**config.mk**
```make
export PLATFORM = sky130hd
export DESIGN_NAME = chan_mux_rr
export DESIGN_NICKNAME = d
export VERILOG_FILES = /design/src/rtl/chan_mux_rr.sv
export SDC_FILE = /design/constraint.sdc
export NUM_CORES = 1
export LEC_CHECK = 0
export CAP_MARGIN = 20
export CORE_MARGIN = 2
export CORE_UTILIZATION = 40
export CTS_BUF_LIST = sky130_fd_sc_hd__clkbuf_4
export CTS_CLUSTER_SIZE = 20
export DETAILED_ROUTE_END_ITERATION = 16
export PLACE_DENSITY_LB_ADDON = 0.08
export SYNTH_ARGS = -nofsm -noshare
export SYNTH_HDL_FRONTEND = slang
export SYNTH_SLANG_ARGS = --single-unit
```
**constraint.sdc**
```tcl
create_clock -name clk -period 4.4 [get_ports clk]
set_clock_uncertainty 0.2 [all_clocks]
set_input_delay 0.88 -clock clk [delete_from_list [all_inputs] [get_ports clk]]
set_output_delay 0.88 -clock clk [all_outputs]
set_load 0.005 [all_outputs]
```
**src/rtl/chan_mux_rr.sv**
```systemverilog
// chan_mux_rr: N-way W-bit mux (static select or round-robin) into one registered output word.
// Latency 1 cycle; a full output register that is not being read (out_valid & ~out_ready) holds every in_ready low.
module chan_mux_rr #(
    parameter int N    = 8,
    parameter int W    = 8,
    parameter int SELW = 3
) (
    input  logic            clk,
    input  logic            rst,
    input  logic            mode,
    input  logic [SELW-1:0] sel,
    input  logic [N*W-1:0]  in_data,
    input  logic [N-1:0]    in_valid,
    output logic [N-1:0]    in_ready,
    output logic [W-1:0]    out_data,
    output logic [SELW-1:0] out_sel,
    output logic            out_valid,
    input  logic            out_ready
);
    logic            load_en;
    logic            xfer;
    logic [SELW-1:0] ptr;
    logic            grant_vld;
    logic [SELW-1:0] grant;
    logic [W-1:0]    grant_dat;
    logic            hi_vld;
    logic            lo_vld;
    logic [SELW-1:0] hi_idx;
    logic [SELW-1:0] lo_idx;

    assign load_en = ~out_valid | out_ready;
    assign xfer    = grant_vld & load_en & ~rst;

    // Lowest valid index at/after ptr wins; otherwise wrap to the lowest valid index overall.
    always_comb begin
        hi_vld = 1'b0;
        hi_idx = '0;
        lo_vld = 1'b0;
        lo_idx = '0;
        for (int k = N - 1; k >= 0; k--) begin
            if (in_valid[k]) begin
                lo_vld = 1'b1;
                lo_idx = SELW'(k);
                if (k >= int'(ptr)) begin
                    hi_vld = 1'b1;
                    hi_idx = SELW'(k);
                end
            end
        end
    end

    always_comb begin
        grant_vld = 1'b0;
        grant     = '0;
        if (mode) begin
            if (hi_vld) begin
                grant_vld = 1'b1;
                grant     = hi_idx;
            end else if (lo_vld) begin
                grant_vld = 1'b1;
                grant     = lo_idx;
            end
        end else begin
            for (int k = 0; k < N; k++) begin
                if (sel == SELW'(k) && in_valid[k]) begin
                    grant_vld = 1'b1;
                    grant     = sel;
                end
            end
        end
    end

    always_comb begin
        in_ready  = '0;
        grant_dat = '0;
        for (int k = 0; k < N; k++) begin
            if (grant == SELW'(k)) begin
                in_ready[k] = xfer;
                grant_dat   = in_data[k*W +: W];
            end
        end
    end

    always_ff @(posedge clk) begin
        if (rst) begin
            out_valid <= 1'b0;
            out_data  <= '0;
            out_sel   <= '0;
            ptr       <= '0;
        end else if (load_en) begin
            if (xfer) begin
                out_valid <= 1'b1;
                out_data  <= grant_dat;
                out_sel   <= grant;
                if (mode) begin
                    ptr <= (grant == SELW'(N - 1)) ? '0 : grant + 1'b1;
                end
            end else begin
                out_valid <= 1'b0;
            end
        end
    end
endmodule

```
==> run_summary.xml <==
<?xml version="1.0" encoding="UTF-8"?>
<metrics>
  <group name="sta">
    <metric name="timing_worst_slew_pin_value" unit="ns">0.548</metric>
    <metric name="max_freq" unit="MHz">231</metric>
    <metric name="setup_tns" unit="ns">0</metric>
    <metric name="finalSetupViolCount" unit="">0</metric>
    <metric name="final_min_period_over_clock_period" unit="">0.985</metric>
    <metric name="slew-limit-headroom" unit="">0.631</metric>
    <metric name="fin_crit" unit="ns">4.34</metric>
    <metric name="final_max_slew_viol_count" unit="">0</metric>
    <metric name="setup_slack" unit="ns">0.0647</metric>
    <metric name="hold_viol_final" unit="">0</metric>
  </group>
  <group name="yosys">
    <metric name="yosysWarnings" unit="">0</metric>
    <metric name="synth-edff-count" unit="">0</metric>
    <metric name="synth_compound_area_frac" unit="">0.396</metric>
    <metric name="netlist-cell-type-count" unit="">52</metric>
    <metric name="postSynthNetCount" unit="">336</metric>
    <metric name="synthFlopType" unit="">sky130_fd_sc_hd__dfxtp_1</metric>
    <metric name="yosys-mux-area-fraction" unit="">0.0483</metric>
    <metric name="synth_xor_xnor_area_share" unit="">0</metric>
    <metric name="post_synthesis_cell_area" unit="µm²">1760</metric>
    <metric name="post_synth_and_or_nand_nor_area_fraction" unit="">0.251</metric>
    <metric name="synth_area_in_adders" unit="">0.0426</metric>
    <metric name="share_of_flip_flops_with_an_asynchronous_set_or_reset" unit="">0</metric>
    <metric name="register_bit_total_from_synthesis" unit="">15</metric>
    <metric name="synth_cells" unit="">251</metric>
    <metric name="avgSynthCellArea" unit="µm²">7.02</metric>
    <metric name="fraction_of_the_yosys_area_taken_by_sequential_cells" unit="">0.170</metric>
    <metric name="main_combinational_cell_family_by_area_after_synthesis" unit="">compound AO/OA/AOI/OAI gates</metric>
  </group>
  <group name="setup_path">
    <metric name="cp.arrival" unit="ns">3.26</metric>
    <metric name="endpoint_kind" unit="">output port</metric>
    <metric name="critical_path_peak_fanout" unit="">3</metric>
    <metric name="rr_endpoint" unit="">out_data[6]</metric>
    <metric name="worst_r2r_path_depth" unit="">15</metric>
    <metric name="critical_path_required" unit="ns">3.32</metric>
    <metric name="rrSetupSlack" unit="ns">0.59</metric>
    <metric name="crit_reg_reg_startpoint" unit="">ptr[2]</metric>
    <metric name="critPathLaunchType" unit="">primary input</metric>
    <metric name="worst-setup-path-type" unit="">in -&gt; out</metric>
  </group>
  <group name="floorplan">
    <metric name="die-width" unit="µm">70.4</metric>
    <metric name="ios" unit="">99</metric>
    <metric name="placement_rows" unit="">24</metric>
    <metric name="die_h" unit="µm">70.4</metric>
    <metric name="die-area" unit="µm²">4950</metric>
    <metric name="initial_core_util" unit="">0.410</metric>
    <metric name="coreArea" unit="µm²">4290</metric>
  </group>
  <group name="global_route">
    <metric name="grt_first_pass_wirelength" unit="mm">11.0</metric>
    <metric name="grt_overflow_total" unit="">0</metric>
    <metric name="grt_antenna_before_repair" unit="">0</metric>
    <metric name="global_route_usage_sum" unit="">0.271</metric>
    <metric name="grt_max_degree" unit="">27</metric>
    <metric name="number_of_global_route_vias_before_repair" unit="">2392</metric>
  </group>
  <group name="place">
    <metric name="dpl.hpwl" unit="mm">5.23</metric>
    <metric name="port_buffer_count" unit="">98</metric>
    <metric name="dpl_cell_area" unit="µm²">3010</metric>
    <metric name="gp_congestion" unit="">0.849</metric>
    <metric name="pre_cts_slack" unit="ns">-0.510</metric>
  </group>
  <group name="clocking">
    <metric name="cts.path.max_buffers" unit="">2</metric>
    <metric name="cts.sinks" unit="">15</metric>
    <metric name="cts.clk_slew.worst_paths" unit="ns">0.09</metric>
    <metric name="h-tree-depth" unit="">1</metric>
    <metric name="cts_tree" unit="">built</metric>
    <metric name="cts.root.buffer_cell" unit="">sky130_fd_sc_hd__clkbuf_4</metric>
    <metric name="clkLatencyLatePin" unit="ns">0.29</metric>
    <metric name="tritoncts.num_buffers" unit="">3</metric>
  </group>
  <group name="route">
    <metric name="detailedRoute.firstIterationViolations" unit="">326</metric>
    <metric name="ant_nets" unit="">0</metric>
    <metric name="drt_first_pass_iters" unit="">12</metric>
    <metric name="vias_per_cell" unit="">5.83</metric>
    <metric name="final_routed_wirelength_across_all_metal_layers" unit="mm">6.84</metric>
    <metric name="remaining_drc_errors" unit="">1</metric>
    <metric name="detailroute.via_count" unit="">2489</metric>
    <metric name="detail_route.wl_per_cell" unit="µm">16.0</metric>
  </group>
  <group name="final_layout">
    <metric name="layout-area-overhead-vs-synth" unit="%">77.1</metric>
    <metric name="stdcell_area" unit="µm²">3120</metric>
    <metric name="final_nets" unit="">461</metric>
    <metric name="antenna_cells" unit="">0</metric>
    <metric name="fillers" unit="">369</metric>
    <metric name="drive_gt1_frac" unit="">0.205</metric>
  </group>
  <group name="hold_path">
    <metric name="endpoint_of_the_worst_hold_timing_path" unit="">out_sel[1]</metric>
    <metric name="holdCritStartpoint" unit="">out_sel[1]</metric>
    <metric name="timing.hold.worst_path_depth" unit="">2</metric>
    <metric name="hold_path.class" unit="">reg -&gt; reg</metric>
  </group>
  <group name="run_status">
    <metric name="result_of_the_run" unit="">finished with violations</metric>
    <metric name="violations" unit="">design-rule violations</metric>
  </group>
  <group name="pwr">
    <metric name="worst_supply_voltage_drop_on_vdd" unit="V">0.0000988</metric>
    <metric name="power.leakage" unit="nW">1.24</metric>
    <metric name="cellPowerDensity" unit="nW/µm²">214</metric>
    <metric name="report.power.total" unit="W">0.000667</metric>
  </group>
  <group name="run">
    <metric name="max_cap_violation_count" unit="">0</metric>
  </group>
</metrics>
## worst max-delay path by stage
stage           startpoint          end  slack, ns  cells after the start
3_3_place_gp   in_valid[5]  in_ready[7]      -0.42                     12
3_5_place_dp   in_valid[5]  in_ready[1]      -0.51                     11
4_1_cts        in_valid[5]  in_ready[3]     -0.009                     12
2_1_floorplan  in_valid[5]  in_ready[5]       0.22                     11
6_report       in_valid[3]  in_ready[6]       0.06                     12
5_1_grt        in_valid[3]  in_ready[2]      -0.02                     12
## metal layers
layer  track usage  up-vias  share of wire  wire [µm]
met5             0        -              0          0
met4        0.0641        0          0.013         86
met3        0.0361       10          0.093        635
met2         0.447      155           0.47       3210
met1         0.374     1122           0.42       2900
li1              -     1202              -          -
## kinds of logic after synthesis
| kind of cell | after synthesis |
|---|---|
| buf+inv | 35 |
| fa+ha+maj | 6 |
| compound gates | 97 |
| flops | 15 |
| simple gates | 92 |
| mux | 6 |
## repair_timing
item,CTS,global route
setup endpoints to repair,8,14
hold buffers,0,0
hold endpoints to repair,0,0
pin swaps,7,7
resized for setup,29,18
setup buffers,2,0
## synthesized netlist by cell type (2+ instances only)
master,n,area (µm²)
sky130_fd_sc_hd__o211ai_1,2,15.0
sky130_fd_sc_hd__buf_6,3,33.8
sky130_fd_sc_hd__a21oi_1,18,90.1
sky130_fd_sc_hd__buf_2,6,30.0
sky130_fd_sc_hd__a221o_1,2,20.0
sky130_fd_sc_hd__a221oi_1,11,96.3
sky130_fd_sc_hd__o31ai_1,3,22.5
sky130_fd_sc_hd__o21ai_0,18,90.1
sky130_fd_sc_hd__ha_1,6,75.1
sky130_fd_sc_hd__and2_1,5,31.3
sky130_fd_sc_hd__nor2_1,27,101
sky130_fd_sc_hd__o221ai_1,7,61.3
sky130_fd_sc_hd__inv_1,12,45.0
sky130_fd_sc_hd__nand2_1,26,97.6
sky130_fd_sc_hd__nand3_1,11,55.1
sky130_fd_sc_hd__mux2i_1,4,40.0
sky130_fd_sc_hd__dfxtp_1,15,300
sky130_fd_sc_hd__nor3_1,2,10.0
sky130_fd_sc_hd__a31oi_1,6,37.5
sky130_fd_sc_hd__nor2b_1,6,37.5
sky130_fd_sc_hd__o32ai_1,6,52.6
sky130_fd_sc_hd__nor3b_1,2,15.0
sky130_fd_sc_hd__and3_1,5,31.3
sky130_fd_sc_hd__clkbuf_1,13,48.8
sky130_fd_sc_hd__a22oi_1,8,60.1
## layout make-up
cell class                      count  area (µm²)  share of cell area
Clock buffer                        4        30.0             0.00962
Multi-Input combinational cell    201        1400               0.449
Tap cell                           52        65.1              0.0209
Inverter                           13        48.8              0.0156
Timing Repair Buffer              142        1270               0.408
Sequential cell                    15         300              0.0962
## critical path: stages
cell	delay, ns
sky130_fd_sc_hd__clkdlybuf4s50_1	0.42
sky130_fd_sc_hd__or4_4	0.58
sky130_fd_sc_hd__nor2b_4	0.15
sky130_fd_sc_hd__nor3_2	0.05
sky130_fd_sc_hd__o21ai_1	0.07
sky130_fd_sc_hd__a221o_1	0.19
sky130_fd_sc_hd__buf_4	0.12
sky130_fd_sc_hd__o21a_1	0.20
sky130_fd_sc_hd__ha_2	0.23
sky130_fd_sc_hd__and2_4	0.15
sky130_fd_sc_hd__and2_1	0.11
sky130_fd_sc_hd__clkbuf_2	0.10
## sequential cells by signal, indices dropped and copies added (netlist names)
name       flops
out_data       8
out_sel        3
out_valid      1
ptr            3
## stage by stage
stage,hold slack (ns),cells,utilization
detailed placement,0.307,421,0.701
finish,0.321,427,0.727
floorplan,0.269,251,-
CTS,0.320,427,0.717
global route,0.330,427,0.727
global placement,0.267,421,0.701
## power breakdown
group          switching [W]  internal (W)
Sequential         0.0000147      0.000157
Combinational       0.000183      0.000222
Clock              0.0000489     0.0000415
Total               0.000247      0.000421
## layout by cell type (no fill, tap or decap), drive strengths merged, types with 7 or more instances in the layout
cell type | netlist | routed
clkbuf | 13 | 9
o221ai | 7 | 7
clkdlybuf4s50 | 0 | 86
inv | 13 | 13
nor2 | 28 | 28
nand2 | 26 | 26
a22oi | 8 | 8
a21oi | 18 | 18
nand3 | 11 | 11
a221oi | 11 | 11
dfxtp | 15 | 15
o21ai | 19 | 19
buf | 9 | 45
(Power assumes the default switching activity.)
==> RTL edit 1, RTL diff (same flow settings) <==
Reset style: asynchronous (`rst`), changed in one clocked block.
--- a/src/rtl/chan_mux_rr.sv
+++ b/src/rtl/chan_mux_rr.sv
@@ -81,7 +81,7 @@
         end
     end
 
-    always_ff @(posedge clk) begin
+    always_ff @(posedge clk or posedge rst) begin
         if (rst) begin
             out_valid <= 1'b0;
             out_data  <= '0;
Check against the original RTL: differs if rst is asserted again (counterexample within 4 cycles, from zero or initial values and one cycle with rst high); with rst held inactive, the same outputs for 10 cycles.
==> RTL edit 1 against the unedited design <==
First-iteration DRC count down 64%; sequential share of layout area grew 1.4 points; area after synthesis grew 5.2%; sequential cell count is the same; setup slack worse by 0.014 ns; final area grew 9.1%; wire length is 2.6% lower; global-route usage decreased by 1.9 points; largest cell class unchanged.
Power is not compared: it rests on default switching activity, and its combinational part moved more than twofold at a synthesized area within 25%.
==> RTL edit 1: results (changes against the unedited design) <==
[outcome]
status = finished, final reports clean  ; was finished with violations

[clocking]
clk_pin_slew_ns = 0.12  ; was 0.09 ns

[cells_and_area]
final-nonclk-buf-share_pct = 42.1  ; was 40.8%
inv_count = 12  ; was 13
clk_share_pct = 0.809  ; was 0.962%
final-seq-area_um2 = 375  ; was 300 um2
multi_input_gates = 210  ; was 201
final_nets = 480  ; was 461
clockBufferCount = 3  ; was 4
drive_gt1_share_pct = 22.8  ; was 20.5%
num-nonclk-buffers = 153  ; was 142

[critical_path]
r2r-end = out_data[7]  ; was out_data[6]
reg2regPathDepth = 16  ; was 15
r2r_slack_ns = 1.04  ; was 0.59 ns
max_stage_delay_ns = 0.42  ; was 0.58 ns
worstReg2RegStart = ptr[2]  ; unchanged
startpoint = in_valid[5]  ; was in_valid[3]
crit_end = in_ready[3]  ; was in_ready[6]

[worst_hold_path]
hold_end = out_data[6]  ; was out_sel[1]
hold_path_startpoint = out_data[6]  ; was out_sel[1]

[sta]
post-route-period-util_pct = 98.8  ; was 98.5%
hold_ws_ns = 0.314  ; was 0.321 ns

[global_routing]
grt_pass1_wl_mm = 10.5  ; was 11.0 mm
use_met2_pct = 44.3  ; was 44.7%

[drt]
m1WireLength_mm = 2.86  ; was 2.90 mm
dr.first_iter.drc_count = 116  ; was 326

[floorplan]
die_x_um = 72.1  ; was 70.4 um

[synth]
synth_fp_nets = 342  ; was 336
synth_area_leaders = dfrtp_1 (20%), nand2_1 (7.3%), a21oi_1 (6.2%), nor2_1 (4.5%), mux2i_1 (4.3%)  ; was dfxtp_1 (17%), nor2_1 (5.8%), nand2_1 (5.5%), a221oi_1 (5.5%), a21oi_1 (5.1%)
ys_seq_area_share_pct = 20.3  ; was 17.0%
synth_cell_type_count = 49  ; was 52
synth_common_cells = nand2_1 (36), a21oi_1 (23), nor2_1 (22)  ; was nor2_1 (27), nand2_1 (26), a21oi_1 (18), o21ai_0 (18), dfxtp_1 (15)

[placed_design]
detailed_place_hpwl_mm = 5.21  ; was 5.23 mm
gp_congestion = 0.871  ; was 0.849

[RTL edit 1: changes by cell type after synthesis, sizes merged, moves of 8 or more]
cell    unedited run  this run
dfrtp              0        15
o21ai             19         9
nand2             26        36
dfxtp             15         0
a221oi            11         3
[RTL edit 1: logic make-up (layout without fill, tap and decap cells)]
family | count (synthesis) | count (layout) | share of synthesized area (%)
and+or+nand+nor | 108 | 108 | 28.2
AOI/OAI and AO/OA | 84 | 84 | 33.2
buffers and inverters | 32 | 169 | 6.89
DFF | 15 | 15 | 20.3
muxes | 12 | 12 | 7.36
adders and majority gates | 6 | 6 | 4.05
[RTL edit 1: power breakdown]
part           switching, mW  leakage (nW)  internal [mW]
sequential            0.0511         0.186          0.193
clock                 0.0553        0.0177         0.0339
combinational          0.466          1.36          0.549
total                  0.573          1.56          0.776
[RTL edit 1: repair_timing]
action / in CTS / in global routing
buffers inserted: 2 / 7
gates resized for setup: 9 / 26
cloned: 0 / 0
endpoints found under the setup margin: 8 / 6
pin swaps: 4 / 9
==> RTL edit 2, RTL diff (config.mk and constraints unchanged) <==
Without the edit above. Change the parameter `W` from 8 to 7.
--- a/src/rtl/chan_mux_rr.sv
+++ b/src/rtl/chan_mux_rr.sv
@@ -2,7 +2,7 @@
 // Latency 1 cycle; a full output register that is not being read (out_valid & ~out_ready) holds every in_ready low.
 module chan_mux_rr #(
     parameter int N    = 8,
-    parameter int W    = 8,
+    parameter int W    = 7,
     parameter int SELW = 3
 ) (
     input  logic            clk,
Interface: changed (resized in_data and out_data); port bits go from 99 to 90. The function was not compared with the original's and may differ.
==> RTL edit 2 against the unedited design <==
Area after synthesis down 5.2%; wire length down 11%; highest routed layer unchanged; final area down 5.2%; setup slack better by 0.029 ns; first-iteration DRC count down 56%; power down 9.6%; sequential cell count down 1; fmax up 0.66%; critical endpoint is now in_ready[4].
==> RTL edit 2: results (changes against the unedited design) <==
[outcome]
status = finished, final reports clean  ; was finished with violations

[global_routing]
use_met2_pct = 48.8  ; was 44.7%
grt_pass1_wl_mm = 8.90  ; was 11.0 mm
use_met1_pct = 27.7  ; was 37.4%

[pwr]
vdd_ir_drop_max_mv = 0.200  ; was 0.0988 mV
power.net_switching_uw = 210  ; was 247 uW

[placed_design]
dpl.cell_count = 368  ; was 421
postPlaceCellArea_um2 = 2790  ; was 3010 um2
detailed_place_hpwl_mm = 4.69  ; was 5.23 mm
place_ws_ns = -0.165  ; was -0.510 ns
io_buffers = 89  ; was 98
gp_congestion = 0.809  ; was 0.849

[critical_path]
max_stage_delay_ns = 0.50  ; was 0.58 ns
cp_data_arrival_time_ns = 3.23  ; was 3.26 ns
critPathSlowestCell = clkdlybuf4s50_1  ; was or4_4
crit_family = buffers and inverters  ; was simple AND/OR/NAND/NOR gates

[cells_and_area]
final_nets = 411  ; was 461
reg_top3 = out_data x7, out_sel x3, ptr x3  ; was out_data x8, out_sel x3, ptr x3
nFillCells = 330  ; was 369

[sta]
relSlewSlack_pct = 66.5  ; was 63.1%

[synth]
ys_seq_area_share_pct = 16.8  ; was 17.0%
synth_common_cells = nand2_1 (19), inv_1 (16), a221oi_1 (15)  ; was nor2_1 (27), nand2_1 (26), a21oi_1 (18), o21ai_0 (18), dfxtp_1 (15)
synth_fp_nets = 290  ; was 336
synth_cell_type_count = 51  ; was 52
syn_avg_cell_area_um2 = 7.84  ; was 7.02 um2

[drt]
vias = 2165  ; was 2489
first_pass_iters = 4  ; was 12
wl_met2_mm = 3.24  ; was 3.21 mm
routed_wl_mm = 6.06  ; was 6.84 mm
wl_per_cell_um = 15.9  ; was 16.0 um
wl_met3_um = 410  ; was 635 um
dr.first_iter.drc_count = 143  ; was 326

[clocking]
post-cts-setup-buffer-count = 11  ; was 2
ctsResizeCount = 13  ; was 29

## RTL edit 2: path summary, 6_finish.rpt
kind                    from          end  slack, ns  cells past startpoint
setup / recovery      sel[1]  in_ready[4]       0.09                      8
hold / removal    out_sel[1]   out_sel[1]       0.27                      2
setup reg to reg      ptr[1]  out_data[0]       0.85                     14
hold reg to reg   out_sel[1]   out_sel[1]       0.27                      2
## RTL edit 2: cell type report
| type | count | area share [%] |
|---|---|---|
| multi-input cells | 166 | 44.1 |
| well taps | 50 | 2.11 |
| clock buffers | 3 | 0.761 |
| flip-flops and latches | 14 | 9.47 |
| inverters | 16 | 2.03 |
| repair buffers | 133 | 41.6 |
## RTL edit 2: logic make-up (layout without fill, tap and decap cells)
| family | count (synthesis) | count (layout) | synth area share [%] |
|---|---|---|---|
| DFF | 14 | 14 | 16.8 |
| muxes | 17 | 17 | 11.8 |
| and+or+nand+nor | 74 | 74 | 25.2 |
| adders and majority gates | 6 | 6 | 4.49 |
| buffers and inverters | 33 | 152 | 8.76 |
| AOI/OAI and AO/OA | 69 | 69 | 33.0 |
## RTL edit 2: per-stage QoR
step | power, mW | utilization [%]
2_1_floorplan | 0.329 | -
3_3_place_gp | 0.498 | 69.6
3_5_place_dp | 0.503 | 69.6
4_1_cts | 0.598 | 72.9
5_1_grt | 0.648 | 74.0
6_report | 0.604 | 74.0
## RTL edit 2: worst reg2reg max path, cell delays in order (launching register included)
cell and delay (ns):
dfxtp_1 0.56, nand4b_1 0.22, buf_4 0.19, a22oi_1 0.18, a211oi_1 0.07, o21ai_1 0.17, buf_4 0.16, ha_2 0.21
buf_4 0.18, nor2b_1 0.45, a221oi_1 0.15, nor3_1 0.23, a21oi_1 0.07, mux2_2 0.27, o22ai_1 0.16
